### src/rtl/tx_id_pkg.sv
// rtl/tx_id_pkg.sv - shared constants and state type for the TX_ID frame loader
package tx_id_pkg;

    localparam int MAX_TX_ID   = 4;
    localparam int HASH_BYTES  = 32;
    localparam int TX_ID_BUS_W = 1024;

    typedef enum logic {
        IDLE = 1'b0,
        LOAD = 1'b1
    } state_t;

endpackage

### src/rtl/tx_id_loader.sv
// rtl/tx_id_loader.sv - assembles a count byte plus N*32 hash bytes into a packed TX_ID bus
// Optional mid-frame idle timeout is enabled by defining TX_ID_LOADER_TIMEOUT_EN.
module tx_id_loader
    import tx_id_pkg::*;
#(
    parameter int TIMEOUT_CYCLES = 100000
) (
    input  logic                   clk,
    input  logic                   reset_n,
    input  logic [7:0]             rx_byte,
    input  logic                   rx_byte_valid,
    output logic [TX_ID_BUS_W-1:0] TX_ID_input,
    output logic [7:0]             total_TX_ID,
    output logic                   TX_ID_valid,
    output logic                   busy,
    output logic                   frame_error
);

    state_t                 state, state_next;
    logic [TX_ID_BUS_W-1:0] shift_reg;
    logic [TX_ID_BUS_W-1:0] shifted;
    logic [7:0]             byte_cnt;
    logic [2:0]             n_reg;
    logic                   count_ok;
    logic                   start, shift_en, done, reject, abort;
    logic                   timeout_hit;

    if (TIMEOUT_CYCLES < 1) begin : g_bad_timeout
        $error("TIMEOUT_CYCLES must be at least 1");
    end

`ifdef TX_ID_LOADER_TIMEOUT_EN
    localparam int TW = (TIMEOUT_CYCLES > 1) ? $clog2(TIMEOUT_CYCLES) : 1;
    logic [TW-1:0] idle_timer;

    // Cleared by any strobe, so only consecutive strobe-free LOAD cycles count.
    always_ff @(posedge clk or negedge reset_n) begin
        if (!reset_n) begin
            idle_timer <= '0;
        end else if (start || shift_en) begin
            idle_timer <= '0;
        end else if (state == LOAD) begin
            idle_timer <= idle_timer + 1'b1;
        end
    end

    assign timeout_hit = (state == LOAD) && (idle_timer == TW'(TIMEOUT_CYCLES - 1));
`else
    assign timeout_hit = 1'b0;
`endif

    assign count_ok = (rx_byte != 8'd0) && (rx_byte <= 8'(MAX_TX_ID));
    assign shifted  = {shift_reg[TX_ID_BUS_W-9:0], rx_byte};
    assign busy     = (state == LOAD);

    always_ff @(posedge clk or negedge reset_n) begin
        if (!reset_n) begin
            state <= IDLE;
        end else begin
            state <= state_next;
        end
    end

    // A strobe always takes priority over a coincident timeout.
    always_comb begin
        state_next = state;
        start      = 1'b0;
        shift_en   = 1'b0;
        done       = 1'b0;
        reject     = 1'b0;
        abort      = 1'b0;
        case (state)
            IDLE: begin
                if (rx_byte_valid) begin
                    if (count_ok) begin
                        start      = 1'b1;
                        state_next = LOAD;
                    end else begin
                        reject = 1'b1;
                    end
                end
            end
            LOAD: begin
                if (rx_byte_valid) begin
                    shift_en = 1'b1;
                    if (byte_cnt == 8'd1) begin
                        done       = 1'b1;
                        state_next = IDLE;
                    end
                end else if (timeout_hit) begin
                    abort      = 1'b1;
                    state_next = IDLE;
                end
            end
            default: state_next = IDLE;
        endcase
    end

    always_ff @(posedge clk or negedge reset_n) begin
        if (!reset_n) begin
            shift_reg   <= '0;
            byte_cnt    <= '0;
            n_reg       <= '0;
            TX_ID_input <= '0;
            total_TX_ID <= '0;
            TX_ID_valid <= 1'b0;
            frame_error <= 1'b0;
        end else begin
            TX_ID_valid <= done;
            frame_error <= reject | abort;
            if (start) begin
                shift_reg <= '0;
                byte_cnt  <= {rx_byte[2:0], 5'b00000};
                n_reg     <= rx_byte[2:0];
            end else if (shift_en) begin
                shift_reg <= shifted;
                byte_cnt  <= byte_cnt - 8'd1;
            end
            if (done) begin
                TX_ID_input <= shifted;
                total_TX_ID <= {5'b00000, n_reg};
            end
        end
    end

endmodule
### config.mk
export PLATFORM = sky130hd
export DESIGN_NAME = tx_id_loader
export DESIGN_NICKNAME = d
export VERILOG_FILES = /design/src/rtl/tx_id_pkg.sv /design/src/rtl/tx_id_loader.sv
export SDC_FILE = /design/constraint.sdc
export NUM_CORES = 2
export LEC_CHECK = 0
export ABC_AREA = 1
export CAP_MARGIN = 15
export CELL_PAD_IN_SITES_DETAIL_PLACEMENT = 1
export CELL_PAD_IN_SITES_GLOBAL_PLACEMENT = 2
export CORE_MARGIN = 8
export CORE_UTILIZATION = 38
export DETAILED_ROUTE_END_ITERATION = 16
export PLACE_DENSITY = 0.95
export SLEW_MARGIN = 20
export SYNTH_ARGS = -nofsm -noshare
export SYNTH_HDL_FRONTEND = slang
export SYNTH_SLANG_ARGS = --single-unit
### constraint.sdc
create_clock -name clk -period 4.3 [get_ports clk]
set_input_delay 0.86 -clock clk [delete_from_list [all_inputs] [get_ports clk]]
set_output_delay 0.86 -clock clk [all_outputs]
set_load 0.02 [all_outputs]
==> flow_summary.ini <==
[run_status]
outcome = finished, final reports clean

[floorplan]
num_rows = 167
coreArea_um2 = 207000
die_h_um = 473
ioPinCount = 1046
initial_core_util = 0.383
die_w_um = 473
die_area_um2 = 224000

[synthesis]
seq_area_frac_synth = 0.649
ys_warn_count = 0
synth_top_area_cell = dfrtp_1
synthTopCellsByArea = dfrtp_1 65%, nand3_1 6.5%, o21ai_1 6.3%
synth_area_um2 = 79300
synthCells = 7817
synth.distinct_cells = 22
synth_top_area_share = 0.649
syn_area_per_cell_um2 = 10.1
synth_seq_cells = 2057

[route]
drt-total-wl_um = 273000
wl_per_cell_um = 23.5
drt_iter0_markers = 4982
via_count = 60509
ant_nets = 0
drt_pass1_iterations = 5
viasPerCell = 5.21
drc = 0

[worst_setup_path]
path_cells = clkdlybuf4s50_1
regToRegSetupSlack_ns = 1.58
slowest_delay_ns = 0.78
crit_buf_inv = 1
crit_required_ns = 3.44
end_kind = output port
cp_top_family = buffers and inverters
cp.arrival_ns = 2.17
path_class = reg2out
critPathSlowestCell = clkdlybuf4s50_1
path_max_fanout = 5
startpoint_type = flop

[min_path]
hold_path.class = reg2reg

[timing]
setup_viol = 0
setup-tns-final_ns = 0
final.setup.worst_slack_ns = 1.27
tightest_slew_ns = 1.28
clock_skew_ns = 0.0484
relSlewSlack = 0.148
max_freq_mhz = 330
period_needed_ns = 3.03
rsz0062_at_grt = no
fin_crit_sh = 0.705
hold_viol_final = 0
report.final.slew_viol_count = 0

[placement]
gp_congestion = 0.852
dpl_worst_slack_ns = 0.765
io_buffers = 1040
hpwl_um = 191000

[clocking]
cts_resized = 0
path_clk_slew_ns = 0.06
root_buffer = clkbuf_16
cts_setup_buffers = 0
clkLatencyLatePin_ns = 0.85
h-tree-depth = 4
cts_tree = done
cts_made_buffers = 210
clock_path_buffers = 3
clock-sinks = 2057

[layout]
syn_to_final_growth_pct = 24.9
seqCellArea_um2 = 51500
fillers = 22775
fin_nets = 8672
largest_reg_flops = 1024
drive_gt1_frac = 0.0901
multi_input_area_um2 = 20700

[pwr]
ir_worst_vdd_uv = 391
cellPowerDensity_nw_per_um2 = 419
p_leak_uw = 0.0414

[flow_run]
drv_cap = 0

[global_routing]
grt_pass1_wl_um = 417000
grt_pass1_vias = 65566
antenna_found_initial = 7
grt_use_total = 0.239
grt-ovfl-total = 0
grt_max_degree = 265
-- power breakdown --
part	switching [uW]	internal [uW]
sequential	220	19600
combinational	2490	569
clock	7940	10700
-- worst register-to-register path: stages (launching register included) --
cell and delay (ns):
dfrtp_1 0.41, ha_1 0.22, nand3_1 0.10, nor2_1 0.11, nand2_8 0.28, buf_12 0.34
buf_4 0.81, nand2_1 0.22, o21ai_1 0.14
-- metrics by stage --
stage / power [uW] / instance area, um2 / hold slack, ns / util / std cells
2_1_floorplan: 21900 / 79300 / 0.442 / - / 7821
3_3_place_gp: 23100 / 92000 / 0.456 / 0.444 / 11234
3_5_place_dp: 23300 / 92000 / 0.464 / 0.444 / 11234
4_1_cts: 42000 / 99100 / 0.475 / 0.478 / 11613
5_1_grt: 43000 / 99100 / 0.501 / 0.478 / 11614
6_report: 41500 / 99100 / 0.475 / 0.478 / 11616
-- layout make-up --
class,instances,area share
flip-flops and latches,2057,0.520
clock inverters,63,0.00659
multi-input cells,4166,0.209
repair buffers,1198,0.127
inverters,1026,0.0389
diodes,3,0.0000758
clock buffers,315,0.0641
well taps,2788,0.0352
-- cell families (layout without fill, tap and decap cells) --
family                     after synthesis  in the layout  share of synthesized area
adders and majority gates                2              2                   0.000315
other                                    1              8                  0.0000473
buffers and inverters                 1598           2602                     0.0910
DFF                                   2057           2057                      0.649
AOI/OAI and AO/OA                     2043           2043                      0.143
and+or+nand+nor                       2116           2116                      0.117
-- Yosys cell counts --
cell type  number
nand4_1         5
conb_1          1
ha_1            2
dfrtp_1      2057
inv_1        1026
a21oi_1         3
buf_4           6
o21bai_1        1
nor2_2          1
buf_1           7
o21ai_0       738
nand3_1      1030
o21ai_1      1000
clkbuf_1      208
a21boi_0        1
nor2_1          8
nor3_1          2
buf_2         230
o21ai_2       300
buf_6         121
nand2_1      1069
nand2_2         1
-- what timing repair did --
item | CTS | global route
setup endpoints to repair | 0 | 0
endpoints found under the hold margin | 44 | 0
hold buffers | 1 | 0
-- path summary, 6_finish.rpt --
| check | start | end | cells past startpoint |
|---|---|---|---|
| max | busy | busy | 1 |
| min | shift_reg[1009] | TX_ID_input[1017] | 2 |
| max reg2reg | byte_cnt[0] | TX_ID_input[59] | 8 |
| min reg2reg | shift_reg[1009] | TX_ID_input[1017] | 2 |
| max in group asynchronous | reset_n | shift_reg[784] | 4 |
| min in group asynchronous | reset_n | TX_ID_input[1000] | 2 |
-- layout by cell type, fill, tap and decap left out, drive strengths merged --
cell type,n
nand4,5
inv,1031
nor2,9
clkdlybuf4s50,1039
a21boi,1
ha,2
conb,5
diode,3
clkbuf,315
buf,158
nand2,1070
a21oi,3
o21bai,1
clkinvlp,7
dfrtp,2057
nand3,1030
bufinv,8
nor3,2
o21ai,2038
dlygate4sd3,1
clkinv,43
-- per-layer routing --
layer,GRT usage,up-vias,routed length (um)
met4,0.112,6,14500
met5,0,-,35
li1,-,27117,-
met3,0.0617,539,18700
met2,0.383,1740,128000
met1,0.304,31107,112000
Note: power is estimated with default switching activity, not from simulation.
